--- src/rtl/mul_csv_rr_sched.sv ---
// mul_csv_rr_sched: round-robin scheduler sharing one carry-save multiplier among NumReq requesters.
// Latency: 2 cycles from request handshake to rsp_valid_o; one request per cycle sustained.
// Backpressure: rsp_ready_i low stalls R, then O; requester ready bits drop once O cannot advance.
//
// Ports:
//   clk_i, rst_i                    clock, synchronous active-high reset
//   req_valid_i / req_ready_o       per-requester handshake (ready is one-hot or zero)
//   req_xs_i, req_xc_i, req_y_i     packed per-requester operands, requester i at slice i
//   rsp_valid_o / rsp_ready_i       response handshake
//   rsp_id_o, rsp_ps_o, rsp_pc_o    owning requester and carry-save product
//   rsp_ovf_o                       XS+XC carried out of WidthX bits

// MulCsvUns: unsigned (XS+XC)*Y returned in carry-save form (PS+PC = product mod 2^(WidthX+WidthY)).
// Latency: combinational.
// Backpressure: none.
//
// Ports: i_xs, i_xc (carry-save multiplier), i_y (multiplicand), o_ps/o_pc (carry-save product).
// Speed==0 reduces every partial product through one CSA chain; Speed!=0 reduces the XS and XC
// partial products in two parallel chains merged by a final 4:2 step, roughly halving the depth.
module MulCsvUns #(
  parameter int WidthX = 8,
  parameter int WidthY = 8,
  parameter int Speed  = 2
) (
  input  logic [WidthX-1:0]        i_xs,
  input  logic [WidthX-1:0]        i_xc,
  input  logic [WidthY-1:0]        i_y,
  output logic [WidthX+WidthY-1:0] o_ps,
  output logic [WidthX+WidthY-1:0] o_pc
);

  localparam int PW = WidthX + WidthY;

  // 3:2 compressor; returns {sum, carry} with the carry already shifted into weight position.
  function automatic logic [2*PW-1:0] csa(input logic [PW-1:0] a,
                                          input logic [PW-1:0] b,
                                          input logic [PW-1:0] c);
    logic [PW-1:0] s;
    logic [PW-1:0] m;
    s = a ^ b ^ c;
    m = (a & b) | (a & c) | (b & c);
    return {s, m << 1};
  endfunction

  always_comb begin
    logic [PW-1:0]   s_a;
    logic [PW-1:0]   c_a;
    logic [PW-1:0]   s_b;
    logic [PW-1:0]   c_b;
    logic [PW-1:0]   pp;
    logic [2*PW-1:0] t;
    s_a = '0;
    c_a = '0;
    s_b = '0;
    c_b = '0;
    pp  = '0;
    t   = '0;
    for (int i = 0; i < WidthX; i++) begin
      pp  = i_xs[i] ? (PW'(i_y) << i) : '0;
      t   = csa(s_a, c_a, pp);
      s_a = t[2*PW-1:PW];
      c_a = t[PW-1:0];
      pp  = i_xc[i] ? (PW'(i_y) << i) : '0;
      if (Speed == 0) begin
        t   = csa(s_a, c_a, pp);
        s_a = t[2*PW-1:PW];
        c_a = t[PW-1:0];
      end else begin
        t   = csa(s_b, c_b, pp);
        s_b = t[2*PW-1:PW];
        c_b = t[PW-1:0];
      end
    end
    if (Speed != 0) begin
      t   = csa(s_a, c_a, s_b);
      s_a = t[2*PW-1:PW];
      c_a = t[PW-1:0];
      t   = csa(s_a, c_a, c_b);
      s_a = t[2*PW-1:PW];
      c_a = t[PW-1:0];
    end
    o_ps = s_a;
    o_pc = c_a;
  end

endmodule

module mul_csv_rr_sched #(
  parameter  int WidthX = 8,
  parameter  int WidthY = 8,
  parameter  int NumReq = 4,
  parameter  int Speed  = 2,
  localparam int IdW    = $clog2(NumReq)
) (
  input  logic                       clk_i,
  input  logic                       rst_i,
  input  logic [NumReq-1:0]          req_valid_i,
  output logic [NumReq-1:0]          req_ready_o,
  input  logic [NumReq*WidthX-1:0]   req_xs_i,
  input  logic [NumReq*WidthX-1:0]   req_xc_i,
  input  logic [NumReq*WidthY-1:0]   req_y_i,
  output logic                       rsp_valid_o,
  input  logic                       rsp_ready_i,
  output logic [IdW-1:0]             rsp_id_o,
  output logic [WidthX+WidthY-1:0]   rsp_ps_o,
  output logic [WidthX+WidthY-1:0]   rsp_pc_o,
  output logic                       rsp_ovf_o
);

  localparam int PW = WidthX + WidthY;

  // Round-robin pointer
  logic [IdW-1:0]    r_ptr;

  // Stage O: registered operands feeding the multiplier
  logic              r_op_vld;
  logic [IdW-1:0]    r_op_id;
  logic [WidthX-1:0] r_op_xs;
  logic [WidthX-1:0] r_op_xc;
  logic [WidthY-1:0] r_op_y;
  logic              r_op_ovf;

  // Stage R: registered product, drives the response port directly
  logic              r_res_vld;
  logic [IdW-1:0]    r_res_id;
  logic [PW-1:0]     r_res_ps;
  logic [PW-1:0]     r_res_pc;
  logic              r_res_ovf;

  logic              w_r_adv;
  logic              w_o_adv;
  logic              w_any_vld;
  logic              w_hs;
  logic [IdW-1:0]    w_gnt_id;
  logic [WidthX-1:0] w_xs;
  logic [WidthX-1:0] w_xc;
  logic [WidthY-1:0] w_y;
  logic              w_ovf;
  logic [PW-1:0]     w_ps;
  logic [PW-1:0]     w_pc;

  // R frees up when empty or being consumed this cycle; O frees up when R can take its content.
  assign w_r_adv = !r_res_vld || rsp_ready_i;
  assign w_o_adv = !r_op_vld || w_r_adv;

  // Search ptr, ptr+1, ... (mod NumReq); iterating from the far end lets the nearest valid win.
  always_comb begin
    logic [IdW:0] idx;
    w_any_vld = 1'b0;
    w_gnt_id  = '0;
    idx       = '0;
    for (int k = NumReq - 1; k >= 0; k--) begin
      idx = {1'b0, r_ptr} + (IdW+1)'(k);
      if (idx >= (IdW+1)'(NumReq)) begin
        idx = idx - (IdW+1)'(NumReq);
      end
      if (req_valid_i[idx[IdW-1:0]]) begin
        w_any_vld = 1'b1;
        w_gnt_id  = idx[IdW-1:0];
      end
    end
  end

  // Reset gating keeps every ready bit low while rst_i is asserted.
  assign w_hs        = w_any_vld && w_o_adv && !rst_i;
  assign req_ready_o = w_hs ? (NumReq'(1) << w_gnt_id) : '0;

  always_comb begin
    w_xs = '0;
    w_xc = '0;
    w_y  = '0;
    for (int i = 0; i < NumReq; i++) begin
      if (w_gnt_id == IdW'(i)) begin
        w_xs = req_xs_i[i*WidthX +: WidthX];
        w_xc = req_xc_i[i*WidthX +: WidthX];
        w_y  = req_y_i[i*WidthY +: WidthY];
      end
    end
  end

  // Carry out of XS+XC at WidthX bits.
  assign w_ovf = 1'(({1'b0, w_xs} + {1'b0, w_xc}) >> WidthX);

  MulCsvUns #(
    .WidthX (WidthX),
    .WidthY (WidthY),
    .Speed  (Speed)
  ) u_mul (
    .i_xs (r_op_xs),
    .i_xc (r_op_xc),
    .i_y  (r_op_y),
    .o_ps (w_ps),
    .o_pc (w_pc)
  );

  always_ff @(posedge clk_i) begin
    if (rst_i) begin
      r_ptr     <= '0;
      r_op_vld  <= 1'b0;
      r_op_id   <= '0;
      r_op_xs   <= '0;
      r_op_xc   <= '0;
      r_op_y    <= '0;
      r_op_ovf  <= 1'b0;
      r_res_vld <= 1'b0;
      r_res_id  <= '0;
      r_res_ps  <= '0;
      r_res_pc  <= '0;
      r_res_ovf <= 1'b0;
    end else begin
      if (w_o_adv) begin
        r_op_vld <= w_hs;
        if (w_hs) begin
          r_op_id  <= w_gnt_id;
          r_op_xs  <= w_xs;
          r_op_xc  <= w_xc;
          r_op_y   <= w_y;
          r_op_ovf <= w_ovf;
          r_ptr    <= (w_gnt_id == IdW'(NumReq - 1)) ? '0 : w_gnt_id + 1'b1;
        end
      end
      // Loading R on the same edge a response is consumed gives bubble-free throughput.
      if (w_r_adv) begin
        r_res_vld <= r_op_vld;
        r_res_id  <= r_op_id;
        r_res_ps  <= w_ps;
        r_res_pc  <= w_pc;
        r_res_ovf <= r_op_ovf;
      end
    end
  end

  assign rsp_valid_o = r_res_vld;
  assign rsp_id_o    = r_res_id;
  assign rsp_ps_o    = r_res_ps;
  assign rsp_pc_o    = r_res_pc;
  assign rsp_ovf_o   = r_res_ovf;

endmodule

--- config.mk ---
export PLATFORM = sky130hd
export DESIGN_NAME = mul_csv_rr_sched
export DESIGN_NICKNAME = d
export VERILOG_FILES = /design/src/rtl/mul_csv_rr_sched.sv
export SDC_FILE = /design/constraint.sdc
export NUM_CORES = 1
export LEC_CHECK = 0
export BUFFER_PORTS_ARGS = -buffer_cell sky130_fd_sc_hd__buf_2
export CAP_MARGIN = 10
export CORE_MARGIN = 10
export CORE_UTILIZATION = 55
export DETAILED_ROUTE_END_ITERATION = 12
export GPL_ROUTABILITY_DRIVEN = 1
export HOLD_SLACK_MARGIN = 0.15
export PLACE_DENSITY = 0.79
export SLEW_MARGIN = 20
export SYNTH_ARGS = -nofsm -noshare
export SYNTH_HDL_FRONTEND = slang
export SYNTH_SLANG_ARGS = --single-unit
--- constraint.sdc ---
create_clock -name clk_i -period 7.9 [get_ports clk_i]
set_input_delay 1.58 -clock clk_i [delete_from_list [all_inputs] [get_ports clk_i]]
set_output_delay 1.58 -clock clk_i [all_outputs]
set_load 0.05 [all_outputs]
Word level (Yosys, flattened, before mapping)
Index checks and enable logic that the tools add are counted.
{"block": "classes", "add_sub_neg": 9, "order_cmp": 8, "eq_ne": 3, "n_shift": 1, "muxes": 50, "n_bitwise": 102, "n_reduce_logical": 9}
{"op": "$and 15x15->15", "n": 38}
{"op": "$or 15x15->15", "n": 28}
{"op": "$xor 16x16->16", "n": 16}
{"op": "$mux 8", "n": 14}
{"op": "$and 15x14->15", "n": 4}
{"op": "$xor 16x10->16", "n": 2}
{"op": "$xor 16x11->16", "n": 2}
{"op": "$xor 16x12->16", "n": 2}
{"op": "$xor 16x13->16", "n": 2}
{"op": "$xor 16x14->16", "n": 2}
{"op": "$xor 16x15->16", "n": 2}
{"op": "$mux 15", "n": 2}
{"op": "$mux 14", "n": 2}
{"op": "$mux 13", "n": 2}
{"op": "$mux 12", "n": 2}
{"op": "$mux 11", "n": 2}
{"op": "$mux 10", "n": 2}
{"op": "$and 8x9->9", "n": 2}
{"op": "$mux 2", "n": 9}
{"op": "$mux 9", "n": 2}
{"op": "$xor 8x9->9", "n": 2}
{"op": "$lt 2x3->1 const B", "n": 4}
{"op": "$add 8x8->9", "n": 1}
{"op": "$ge 3x3->1 const B", "n": 3}
{"op": "other kinds (16)", "n": 35}
{"block": "totals", "register_bits": 65, "input_bits": 103, "out_inout_bits": 40, "wordCells": 194}

Logic depth before layout (Yosys ltp)
Gate-level depths: netlist of the first run.
{"block": "depth", "ltp_word": 26, "depth_mapped": 16}

By module
A second synthesis of the first run with hierarchy kept.
{"block": "unflattened", "cells_unflattened": 786, "area_unflattened_um2": 6732.7}
{"module": "mul_csv_rr_sched", "n_inst": 1, "cells_per_inst": 442, "area_each_um2": 3428.3}
{"module": "MulCsvUns", "n_inst": 1, "cells_per_inst": 344, "area_each_um2": 3304.4}

Worst setup path after synthesis of the first run
No wires, ideal clock.
{"block": "synth_timing", "kind": "input -> output", "from": "input port req_valid_i[0]", "to": "output port req_ready_o[3]", "t_arrival_ps": 3553, "required_time_ps": 6320, "slack_ps": 2767, "cell_stages": 8, "path_buffers": 3, "path_cell_list": "nor2b_1 o21a_1 nor3_1 ha_1 buf_2 clkbuf_1 clkbuf_1 and2_1"}
{"block": "synth_between", "elab_cells_between_ends": 20, "classes_between": "shift: 1; mux: 17; reduce/logical: 2"}
{"element": "start: declaration", "line_no": "97", "rtl": "input logic [NumReq-1:0] req_valid_i,"}
{"element": "$bmux 1 s2", "line_no": "157", "rtl": "if (req_valid_i[idx[IdW-1:0]]) begin"}
{"element": "$mux 1 (not written as such)", "line_no": "157"}
{"element": "$mux 2 (3 in series)", "line_no": "157"}
{"element": "$mux 2 (*)", "line_no": "157"}
{"element": "net w_gnt_id[0]", "line_no": "134", "rtl": "logic [IdW-1:0] w_gnt_id;"}
{"element": "$shl 1x2->4 (*)", "line_no": "166", "rtl": "assign req_ready_o = w_hs ? (NumReq'(1) << w_gnt_id) : '0;"}
{"element": "$mux 4 (*)", "line_no": "166"}
{"element": "end: declaration", "line_no": "98", "rtl": "output logic [NumReq-1:0] req_ready_o,"}
Mark *: on every way through the listed nets, which the timed path passes. The rest lies on a longest branch. The select of a mux whose other input is x is not followed.

Final worst setup path of the first run
{"block": "layout_timing", "from": "register r_op_y[6]", "to": "register r_res_ps[8], in the netlist rsp_ps_o[8]"}
{"block": "layout_between", "elab_chain_len": 20, "elab_cells_between_ends": 103, "classes_between": "mux: 6; bitwise: 97"}
{"element": "start: declaration", "line_no": "120", "rtl": "logic [WidthY-1:0] r_op_y;"}
{"element": "start signal: assignment", "line_no": "217", "rtl": "r_op_y <= w_y;"}
{"element": "$mux 8 (on tied branches)", "line_no": "59, 63"}
{"element": "$xor 8x9->9", "line_no": "40", "rtl": "s = a ^ b ^ c;"}
{"element": "$and 15x15->15 / $xor 16x16->16 (equally long branches)", "line_no": "41, 40"}
{"element": "$or 15x15->15 / $xor 16x10->16 (equally long branches)", "line_no": "41, 40"}
{"element": "$or 15x15->15 (tied with other cells)", "line_no": "41", "rtl": "m = (a & b) | (a & c) | (b & c);"}
{"element": "$and 15x15->15 (tied with other cells)", "line_no": "41"}
{"element": "$or 15x15->15 (tied with other cells) (2 in series)", "line_no": "41"}
{"element": "$xor 16x16->16 (tied with other cells)", "line_no": "40"}
{"element": "(+3 left out)"}
{"element": "$xor 16x16->16 (tied with other cells)", "line_no": "40"}
{"element": "$xor 16x14->16 (tied with other cells)", "line_no": "40"}
{"element": "$xor 16x16->16 (tied with other cells)", "line_no": "40"}
{"element": "$xor 16x15->16 (tied with other cells)", "line_no": "40"}
{"element": "$xor 16x16->16 / $or 15x15->15 (equally long branches) (2 in series)", "line_no": "40, 41"}
{"element": "$xor 16x16->16", "line_no": "40"}
{"element": "$xor 16x16->16 (*)", "line_no": "40"}
{"element": "net u_mul.o_ps[8]", "line_no": "28", "rtl": "output logic [WidthX+WidthY-1:0] o_ps,"}
{"element": "end signal: assignment", "line_no": "226", "rtl": "r_res_ps <= w_ps;"}
{"element": "end: declaration", "line_no": "126", "rtl": "logic [PW-1:0] r_res_ps;"}
Mark *: on every way through the listed nets, which the timed path passes. The rest lies on a longest branch.
A chain may end at the register's enable or synchronous reset.

==> summary.md, run 1 <==
| Metric | Value |
|---|---|
| Critical path data arrival time | `5580 ps` |
| Io pins | `143` |
| Die Area | `16900 sq um` |
| Fin crit share | `0.673` |
| Num CTS Buffers | `9` |
| Crit-path max FO | `17` |
| Largest family of logic cells by synthesized area | `adder cells` |
| Worst hold path type | `flip-flop to flip-flop` |
| Nature of the critical path startpoint | `flip-flop` |
| Final Total Pwr | `1.83 mW` |
| Largest net degree at the start of global routing | `53` |
| Cells after Synth | `761` |
| Worst hold endpoint | `rsp_pc_o[9]` |
| Post-layout util | `0.638` |
| Simple-Gate Fraction of Synth Area | `0.165` |
| Total Wirelength | `16.5 mm` |
| Hold Crit Depth | `2` |
| Drt drc | `0` |
| Worst setup EP type | `flip-flop` |
| Synth cell types | `39` |
| DR WL/cell | `16.3 um` |
| Synth Cell Area | `6640 sq um` |
| Share of layout cells above drive strength 1 | `0.194` |
| Syn Area/Cell | `8.73 sq um` |
| Crit Reg-Reg Startpoint | `r_op_y[6]` |
| DR vias | `5459` |
| Hold Vio Cnt, Final | `0` |
| DP HPWL | `13.2 mm` |
| Initial antenna violation count | `0` |
| Detailed router's first-iteration violation count | `272` |
| IO Port Bufs | `140` |
| Worst Reg2Reg Path Length in Cells | `16` |
| Most frequent CP cell | `fa_1` |
| Reg-to-Reg End | `rsp_ps_o[8]` |
| Post-Synth XOR/XNOR Area | `0` |
| GR Overflow Total | `0` |
| Clock root buffer | `clkbuf_16` |
| Critical path buffers and inverters | `4` |
| Status | `complete, no violations` |
| Dpl cells | `997` |
| Pwr dens | `241 nW/um^2` |
| Final setup vio count | `0` |
| Post-synthesis sequential area ratio | `0.193` |
| Mux contribution to synthesized area | `0` |
| # rows | `40` |
| Vias/cell | `5.39` |
| Req. time, crit path | `8160 ps` |
| Slew headroom | `0.450` |
| Core area | `11900 sq um` |
| Fin. max-slew vios | `0` |
| Post-CTS resize count | `0` |
| Tmin final | `5320 ps` |
| Skew-Pair Late Insertion Delay | `340 ps` |
| CP peak stage delay | `630 ps` |
| RSZ-0062 raised after global routing | `no` |
| Post-Synth Adder-Cell Area | `0.371` |
| Max rail drop VDD | `0.110 mV` |
| GRT Overall Usage | `0.207` |
| CTS tree | `done` |
| Final std cells w/o fill | `1013` |
| Routed Antenna Nets | `0` |
| Final RePlAce weighted congestion | `0.855` |
| Ys Warns | `0` |
| Initial DRT Pass Iterations | `4` |
| Pin slew with the least headroom to its limit | `825 ps` |
| Final Skew | `5.81 ps` |
| Antenna cells | `0` |
| Slowest CP cell | `dfxtp_1` |
| Max Fclk | `188 MHz` |
| H-Tree Depth | `3` |
| Family with the most delay on the worst path | `adder cells` |
| Setup TNS after final layout | `0 ps` |
| Reg2Reg Setup Slack | `2580 ps` |
| Seq cells post-synth | `64` |
| Vias in the first global route | `5925` |
| Postcts setup bufs | `0` |
| Starting Density | `0.558` |
| Die width | `130 um` |
| P&R area growth vs syn | `14.3%` |
| Hold Startpoint | `rsp_pc_o[9]` |
| Clk buf depth | `2` |
| Cell Chain, Critical Path | `and2_1, ha_1, inv_1, fa_1, fa_1, inv_1, fa_1, fa_1, fa_1, inv_1, fa_1, fa_1, inv_1, fa_1, nand2_1, a21oi_1` |
| Setup CP Type | `flip-flop to flip-flop` |
| Max_cap viols | `0` |
| Global-route wire length before repair | `28.1 mm` |
| Total clock sinks | `64` |
| Leak Pwr | `3.46 nW` |
| Compound-Gate Fraction of Synth Area | `0.173` |
| Nets@finish | `1102` |
| Worst-path clk slew | `50 ps` |
| Height of the die | `130 um` |
| CTS hold repair buffers | `0` |
==> per-stage QoR <==
stage / instance area, sq um / setup slack, ps / hold slack, ps
finish: 7600 / 2580 / 447
global route: 7600 / 2380 / 471
CTS: 7600 / 2600 / 447
detailed placement: 7300 / 2630 / 441
global placement: 7300 / 2750 / 436
floorplan: 6650 / 2770 / 432
==> layout by cell type (no fill, tap or decap), types with 3 or more instances in the layout <==
master	Yosys	layout
nand2_1	152	152
buf_2	7	140
clkbuf_16	0	9
a221oi_1	8	8
a211o_1	8	8
ha_1	40	40
inv_1	99	99
a21oi_1	79	79
nor2_1	5	5
dfxtp_1	64	64
a221o_1	14	14
nor2b_1	6	5
a22o_1	14	14
a211oi_1	5	5
fa_1	98	98
nand2b_1	3	3
and2_1	52	52
o21ai_0	18	18
buf_4	5	6
nand3_1	5	5
o21ba_1	14	14
==> tightest hold or removal path, delay by kind of cell, from the launching register on <==
family	cells	cell delay [ps]
flops	1	300
simple gates	1	50
compound gates	1	50
==> worst max path at each step <==
stage	from	end	cells past startpoint
finish	r_op_y[6]	rsp_ps_o[8]	16
global route	r_op_y[5]	rsp_ps_o[9]	16
CTS	r_op_y[7]	rsp_ps_o[8]	16
detailed placement	r_op_y[7]	rsp_ps_o[8]	16
global placement	r_op_y[6]	rsp_ps_o[8]	16
floorplan	req_valid_i[0]	req_ready_o[3]	8
==> cells by family after synthesis <==
group | Yosys count
flops | 64
buf+inv | 157
compound gates | 168
other cells | 1
simple gates | 233
fa+ha+maj | 138
==> cell type report <==
class                      count  area (sq um)
multi-input combinational    541          4710
clock inverter                 5          56.3
timing repair buffer         146           746
clock buffer                  11           243
fill                        1034          4320
tap                          147           184
sequential                    64          1280
inverter                      99           372
==> registers in the layout (all words and copies together) (netlist names) <==
name,count
r_op_xc,8
r_op_id,2
r_op_y,8
r_ptr,2
r_op_ovf,1
rsp_ps_o,16
r_op_xs,8
rsp_ovf_o,1
rsp_id_o,2
r_op_vld,1
rsp_valid_o,1
rsp_pc_o,14
==> power breakdown <==
group	switching, mW	total [mW]	leakage (nW)	internal, mW
logic	0.582	0.962	2.79	0.380
registers	0.0786	0.463	0.528	0.385
clock network	0.150	0.402	0.145	0.252
==> synth_stat cells <==
master,n,area (sq um)
nand2b_1,3,18.8
nor2_1,5,18.8
dfxtp_1,64,1280
a21o_1,1,7.51
a21boi_0,1,7.51
nor3_2,1,10.0
nor3b_1,2,15.0
buf_1,2,7.51
fa_1,98,1960
a211o_4,1,17.5
buf_4,5,37.5
a221oi_1,8,70.1
o21a_1,2,15.0
nor2b_1,6,37.5
nor4_2,1,12.5
buf_2,7,35.0
o21ai_0,18,90.1
a211o_1,8,70.1
and2_1,52,325
nor2b_4,1,13.8
a31oi_1,1,6.26
conb_1,1,3.75
o21ba_1,14,140
buf_6,5,56.3
nand3b_1,2,15.0
a22o_1,14,123
clkbuf_1,39,146
a21oi_1,79,395
inv_1,99,372
a211oi_1,5,37.5
a211oi_4,1,20.0
nor4_4,1,21.3
ha_1,40,500
nand4_1,1,6.26
nand3_1,5,25.0
nand2_1,152,571
nor3_1,1,5.00
o31ai_1,1,7.51
a221o_1,14,140
==> layer usage <==
layer,vias to the layer above,GRT usage,wire [um]
met1,2648,0.236,6630
met5,-,0,0
met3,22,0.0637,1150
met2,150,0.368,8510
met4,0,0.0562,248
li1,2639,-,-
Power figures use the tool's default switching activity.
==> inputs of run 2 (changes only) <==
--- a/config.mk
+++ b/config.mk
@@ -8,11 +8,11 @@
 export BUFFER_PORTS_ARGS = -buffer_cell sky130_fd_sc_hd__buf_2
 export CAP_MARGIN = 10
 export CORE_MARGIN = 10
-export CORE_UTILIZATION = 55
+export CORE_UTILIZATION = 51
 export DETAILED_ROUTE_END_ITERATION = 12
 export GPL_ROUTABILITY_DRIVEN = 1
 export HOLD_SLACK_MARGIN = 0.15
-export PLACE_DENSITY = 0.79
+export PLACE_DENSITY = 0.77
 export SLEW_MARGIN = 20
 export SYNTH_ARGS = -nofsm -noshare
 export SYNTH_HDL_FRONTEND = slang
==> constraint.sdc (replaced) <==
create_clock -name clk_i -period 4.73 [get_ports clk_i]
set_input_delay 0.946 -clock clk_i [delete_from_list [all_inputs] [get_ports clk_i]]
set_output_delay 0.946 -clock clk_i [all_outputs]
set_load 0.05 [all_outputs]
==> summary.md, run 2 (synthesis results as in run 1) <==
| Metric | Value |
|---|---|
| Global-route wire length before repair | `29.6 mm (+5.4%)` |
| Io pins | `143 (unchanged)` |
| CTS tree | `done` |
| IO Port Bufs | `140 (unchanged)` |
| Hold Vio Cnt, Final | `0 (unchanged)` |
| Starting Density | `0.524 (-0.0334)` |
| Pwr dens | `399 nW/um^2 (+66%)` |
| Share of layout cells above drive strength 1 | `0.292 (+0.0984)` |
| Die width | `134 um (+3.3%)` |
| Fin crit share | `1.07 (+0.397)` |
| Total Wirelength | `18.4 mm (+11%)` |
| DP HPWL | `14.1 mm (+7.4%)` |
| Num CTS Buffers | `9 (unchanged)` |
| # rows | `41 (+2.5%)` |
| Initial DRT Pass Iterations | `5 (+1)` |
| Total clock sinks | `64 (unchanged)` |
| RSZ-0062 raised after global routing | `yes` |
| Routed Antenna Nets | `0 (unchanged)` |
| Initial antenna violation count | `0 (unchanged)` |
| Die Area | `18000 sq um (+6.6%)` |
| Vias in the first global route | `5950 (+0.42%)` |
| DR vias | `5602 (+2.6%)` |
| Req. time, crit path | `4990 ps (-3170 ps)` |
| Drt drc | `0 (unchanged)` |
| DR WL/cell | `17.2 um (+5.4%)` |
| Crit-path max FO | `6 (-11)` |
| Max rail drop VDD | `0.209 mV (+90%)` |
| Final setup vio count | `6 (+6)` |
| Nets@finish | `1132 (+2.7%)` |
| H-Tree Depth | `3 (unchanged)` |
| Slew headroom | `0.441 (-0.00844)` |
| Fill cell total of the finished layout | `1080 (+4.4%)` |
| Vias/cell | `5.25 (-2.7%)` |
| Most frequent cells in the layout | `nand2_1 (152), buf_2 (140), inv_1 (86)` |
| Worst setup EP type | `flip-flop` |
| Final Skew | `5.52 ps (-0.289 ps)` |
| Final RePlAce weighted congestion | `0.975 (+14%)` |
| Clock root buffer | `clkbuf_16` |
| Core area | `12700 sq um (+6.4%)` |
| Failing checks | `setup timing` |
| Leak Pwr | `3.60 nW (+4.1%)` |
| GRT Overall Usage | `0.202 (-0.00576)` |
| Worst-path clk slew | `50 ps (about the same)` |
| Multi-input gate area | `4870 sq um (+3.4%)` |
| Nature of the critical path startpoint | `flip-flop` |
| Max Fclk | `198 MHz (+5.1%)` |
| Max_cap viols | `0 (unchanged)` |
| Worst hold path type | `flip-flop to flip-flop` |
| Clk buf depth | `2 (unchanged)` |
| GR Overflow Total | `0 (unchanged)` |
| Final Total Pwr | `3.20 mW (+75%)` |
| CTS hold repair buffers | `0 (unchanged)` |
| Detailed router's first-iteration violation count | `365 (+34%)` |
| FF+latch area | `1300 sq um (+1.2%)` |
| Finished Cell Area | `8010 sq um (+5.5%)` |
| Critical path data arrival time | `5320 ps (-260 ps)` |
| Skew-Pair Late Insertion Delay | `330 ps (about the same)` |
| P&R area growth vs syn | `20.6%` |
| Largest register FFs | `16 (unchanged)` |
| Final WS setup | `-333 ps (-2910 ps)` |
| Tmin final | `5060 ps (-257 ps)` |
| Largest net degree at the start of global routing | `42 (-21%)` |
| Most common cell after layout, fill and taps aside | `nand2_1` |
| Status | `finished, violations left` |
| Fin. max-slew vios | `0 (unchanged)` |
| Pin slew with the least headroom to its limit | `838 ps (+12.7 ps)` |
| Setup TNS after final layout | `-1010 ps (-1010 ps)` |
| Height of the die | `134 um (+3.3%)` |
| DP Area | `7550 sq um (+3.4%)` |
| Antenna cells | `0 (unchanged)` |
| Setup CP Type | `flip-flop to flip-flop` |
| Worst Hold Slack | `445 ps (-2.20 ps)` |
run 2: stage by stage:
stage	worst slack, ps	util	cells
2_1_floorplan	-72.6	-	762
3_3_place_gp	-138	0.596	1050
3_5_place_dp	-239	0.596	1050
4_1_cts	-253	0.621	1066
5_1_grt	-504	0.632	1068
6_report	-333	0.632	1068
run 2: final cells by class:
class                   count  area share
inverters                  99      0.0464
multi-input cells         541       0.609
flip-flops and latches     64       0.162
repair buffers            176       0.121
well taps                 172      0.0269
clock inverters             4     0.00562
clock buffers              12      0.0295
run 2: power by group:
part / internal [mW] / switching (mW)
clock network: 0.406 / 0.243
logic: 0.742 / 1.07
registers: 0.644 / 0.0971
run 2: worst max-delay path, cell delays in order (launching register included):
cell and delay [ps]:
dfxtp_4 360, and2_4 170, ha_4 230, inv_2 60
fa_2 440, fa_2 550, inv_2 40, fa_1 490
fa_1 440, fa_2 550, inv_2 40, fa_2 340
fa_1 540, inv_1 50, fa_2 510, nand2_1 60
a21oi_2 130
run 2: what timing repair did:
| item | CTS | global route |
|---|---|---|
| pin swaps | 0 | 22 |
| gates resized for setup | 9 | 55 |
| setup buffers | 0 | 2 |
| endpoints found under the hold margin | 0 | 0 |
| setup endpoints to repair | 10 | 14 |
run 2: worst paths after layout:
| check | slack [ps] | cells after the start | start | to |
|---|---|---|---|---|
| min reg2reg | 440 | 2 | rsp_pc_o[7] | rsp_pc_o[7] |
| min | 440 | 2 | rsp_pc_o[7] | rsp_pc_o[7] |
| max | -330 | 16 | r_op_xs[1] | rsp_ps_o[8] |
| max reg2reg | -330 | 16 | r_op_xs[1] | rsp_ps_o[8] |
run 2: layer usage:
| layer | up-vias | wire length [um] | GRT usage |
|---|---|---|---|
| li1 | 2702 | - | - |
| met2 | 211 | 8700 | 0.327 |
| met5 | - | 0 | 0 |
| met3 | 22 | 1680 | 0.0676 |
| met4 | 0 | 321 | 0.0568 |
| met1 | 2667 | 7670 | 0.250 |
==> inputs of run 3 (changes only) <==
--- a/config.mk
+++ b/config.mk
@@ -5,6 +5,7 @@
 export SDC_FILE = /design/constraint.sdc
 export NUM_CORES = 1
 export LEC_CHECK = 0
+export ABC_AREA = 1
 export BUFFER_PORTS_ARGS = -buffer_cell sky130_fd_sc_hd__buf_2
 export CAP_MARGIN = 10
 export CORE_MARGIN = 10
==> summary.md, run 3 <==
| Metric | Value |
|---|---|
| Hold Vio Cnt, Final | `0 (unchanged)` |
| Post-synthesis sequential area ratio | `0.186 (-0.00656)` |
| RSZ-0062 raised after global routing | `yes` |
| Failing checks | `setup timing` |
| Clock root buffer | `clkbuf_16` |
| DP Area | `7630 sq um (+1.1%)` |
| Initial antenna violation count | `1 (+1)` |
| DR vias | `5967 (+6.5%)` |
| Largest net degree at the start of global routing | `45 (+7.1%)` |
| Most common cell after layout, fill and taps aside | `nand2_1` |
| Final RePlAce weighted congestion | `0.876 (-10%)` |
| Reg2Reg Setup Slack | `-170 ps (+160 ps)` |
| Die Area | `18500 sq um (+3.0%)` |
| Final setup vio count | `5 (-1)` |
| Synth cell types | `37 (-5.1%)` |
| Cells after Synth | `902 (+19%)` |
| DR WL/cell | `14.1 um (-18%)` |
| Postcts setup bufs | `0 (unchanged)` |
| Vias in the first global route | `6207 (+4.3%)` |
| Clk buf depth | `2 (unchanged)` |
| Worst setup EP type | `flip-flop` |
| Worst Reg2Reg Path Length in Cells | `17 (+1)` |
| Final Total Pwr | `5.30 mW (+66%)` |
| Io pins | `143 (unchanged)` |
| Max_cap viols | `0 (unchanged)` |
| Worst-path clk slew | `60 ps (about the same)` |
| Setup CP Type | `flip-flop to flip-flop` |
| Fin. max-slew vios | `0 (unchanged)` |
| CTS hold repair buffers | `0 (unchanged)` |
| Finished Cell Area | `8060 sq um (+0.66%)` |
| Routed Antenna Nets | `0 (unchanged)` |
| Die width | `136 um (+1.5%)` |
| Synth Cell Area | `6880 sq um (+3.5%)` |
| Place WS | `-186 ps (+53.0 ps)` |
| Drt drc | `0 (unchanged)` |
| Fill cell total of the finished layout | `1220 (+13%)` |
| Starting Density | `0.519 (-0.00497)` |
| # rows | `42 (+2.4%)` |
| GRT Overall Usage | `0.190 (-0.0112)` |
| Leak Pwr | `4.00 nW (+11%)` |
| Share of layout cells above drive strength 1 | `0.264 (-0.0280)` |
| Dpl cells | `1181 (+12%)` |
| Worst hold path type | `flip-flop to flip-flop` |
| H-Tree Depth | `3 (unchanged)` |
| Seq cells post-synth | `64 (unchanged)` |
| Height of the die | `136 um (+1.5%)` |
| Max rail drop VDD | `0.563 mV (+170%)` |
| P&R area growth vs syn | `17.2%` |
| Global-route wire length before repair | `28.9 mm (-2.4%)` |
| Most frequent CP cell | `fa_2` |
| Num CTS Buffers | `9 (unchanged)` |
| Req. time, crit path | `5010 ps (+20 ps)` |
| Post-synth ARST share | `0 (unchanged)` |
| Most frequent cells in the layout | `nand2_1 (226), buf_2 (140), inv_1 (123)` |
| Cell Chain, Critical Path | `nand2_2, inv_2, ha_4, inv_2, fa_2, inv_2, fa_2, inv_2, fa_2, fa_2, fa_2, fa_1, fa_1, inv_1, fa_2, o21ai_1, nor2_1` |
| Commonest cells in the netlist | `nand2_1 (230), inv_1 (135), fa_1 (98), nor2_1 (90), o21ai_0 (72)` |
| Status | `finished, violations left` |
| CP peak stage delay | `560 ps (about the same)` |
| Largest register FFs | `16 (unchanged)` |
| DP HPWL | `13.5 mm (-4.6%)` |
| Hold Crit Depth | `2 (unchanged)` |
| Final std cells w/o fill | `1197 (+12%)` |
| Nature of the critical path startpoint | `flip-flop` |
| CTS tree | `done` |
| Max Fclk | `204 MHz (+3.4%)` |
| Core area | `13200 sq um (+4.5%)` |
| Post-layout util | `0.609 (-0.0233)` |
| Largest area contributor in the netlist | `fa_1` |
| Main synth FF type | `dfxtp_1` |
| Vias/cell | `4.98 (-5.0%)` |
| Slowest CP cell | `fa_2` |
| GR Overflow Total | `0 (unchanged)` |
| Total Wirelength | `16.9 mm (-8.2%)` |
| Final WS setup | `-168 ps (+165 ps)` |
| Antenna cells | `0 (unchanged)` |
| Detailed router's first-iteration violation count | `305 (-16%)` |
| Final Skew | `6.15 ps (+0.631 ps)` |
| Initial DRT Pass Iterations | `5 (unchanged)` |
| Ys Warns | `0 (unchanged)` |
| Total clock sinks | `64 (unchanged)` |
| Nets@finish | `1257 (+11%)` |
| IO Port Bufs | `140 (unchanged)` |
| Synth top area cells | `fa_1 (29%), dfxtp_1 (19%), nand2_1 (13%)` |
| Crit-path max FO | `6 (unchanged)` |
| Critical path data arrival time | `5180 ps (-140 ps)` |
| Syn Area/Cell | `7.63 sq um (-13%)` |
| Tmin final | `4900 ps (-165 ps)` |
| Fin crit share | `1.04 (-0.0348)` |
| Most frequent cell after synthesis | `nand2_1` |
| Pwr dens | `657 nW/um^2 (+65%)` |
| EDFF count, synth | `0 (unchanged)` |
| Slew headroom | `0.316 (-0.125)` |
| Share of the synthesized area in the top cell type | `0.285 (-0.0100)` |
| Skew-Pair Late Insertion Delay | `340 ps (about the same)` |
| Pin slew with the least headroom to its limit | `1020 ps (+187 ps)` |
run 3: area by class of cell:
type                       count  area (sq um)  area share
multi-input combinational    633          4780       0.593
timing repair buffer         170           933       0.116
sequential                    64          1300       0.161
inverter                     138           520      0.0646
clock buffer                  10           239      0.0296
tap                          176           220      0.0273
clock inverter                 6          66.3     0.00822
run 3: power breakdown:
part	switching (mW)	internal, mW
clock network	0.261	0.423
registers	0.255	0.725
logic	2.27	1.36
total	2.79	2.51
run 3: worst max-delay path: cells and delay by family (launching register included):
kind / cells / cell delay [ps]
fa+ha+maj: 9 / 4030
buf+inv: 5 / 240
simple gates: 2 / 150
compound gates: 1 / 50
flops: 1 / 370
run 3: logic make-up (layout without fill, tap and decap cells):
| group | after synthesis | count (layout) | share of synthesized area |
|---|---|---|---|
| xor+xnor | 1 | 1 | 0.00237 |
| simple gates | 349 | 349 | 0.203 |
| flops | 64 | 64 | 0.186 |
| buf+inv | 206 | 324 | 0.134 |
| other cells | 1 | 2 | 0.000545 |
| fa+ha+maj | 138 | 138 | 0.358 |
| compound gates | 143 | 143 | 0.116 |
run 3: per-layer routing:
metal	GRT usage	part of all wire	up-vias
met5	0	0.00077	-
met4	0.0509	0.016	2
met3	0.0520	0.054	23
met2	0.340	0.51	137
met1	0.218	0.42	2843
li1	-	-	2962
run 3: final timing paths:
check / start / endpoint
max: r_op_y[6] / rsp_ps_o[8]
min: rsp_pc_o[9] / rsp_pc_o[9]
max reg2reg: r_op_y[6] / rsp_ps_o[8]
min reg2reg: rsp_pc_o[9] / rsp_pc_o[9]
run 3: repair_timing:
item                       4_1_cts  5_1_grt
setup endpoints to repair       11       15
pin swaps                        7       13
gates resized for setup         16       44
hold endpoints to repair         0        0
gates cloned                     0        0
run 3: through the flow:
| step | hold WS, ps | TNS (ps) |
|---|---|---|
| after global routing | 502 | -1990 |
| after detailed placement | 462 | -1150 |
| after floorplan | 441 | -224 |
| final | 466 | -407 |
| after global placement | 457 | -657 |
| after CTS | 471 | -471 |
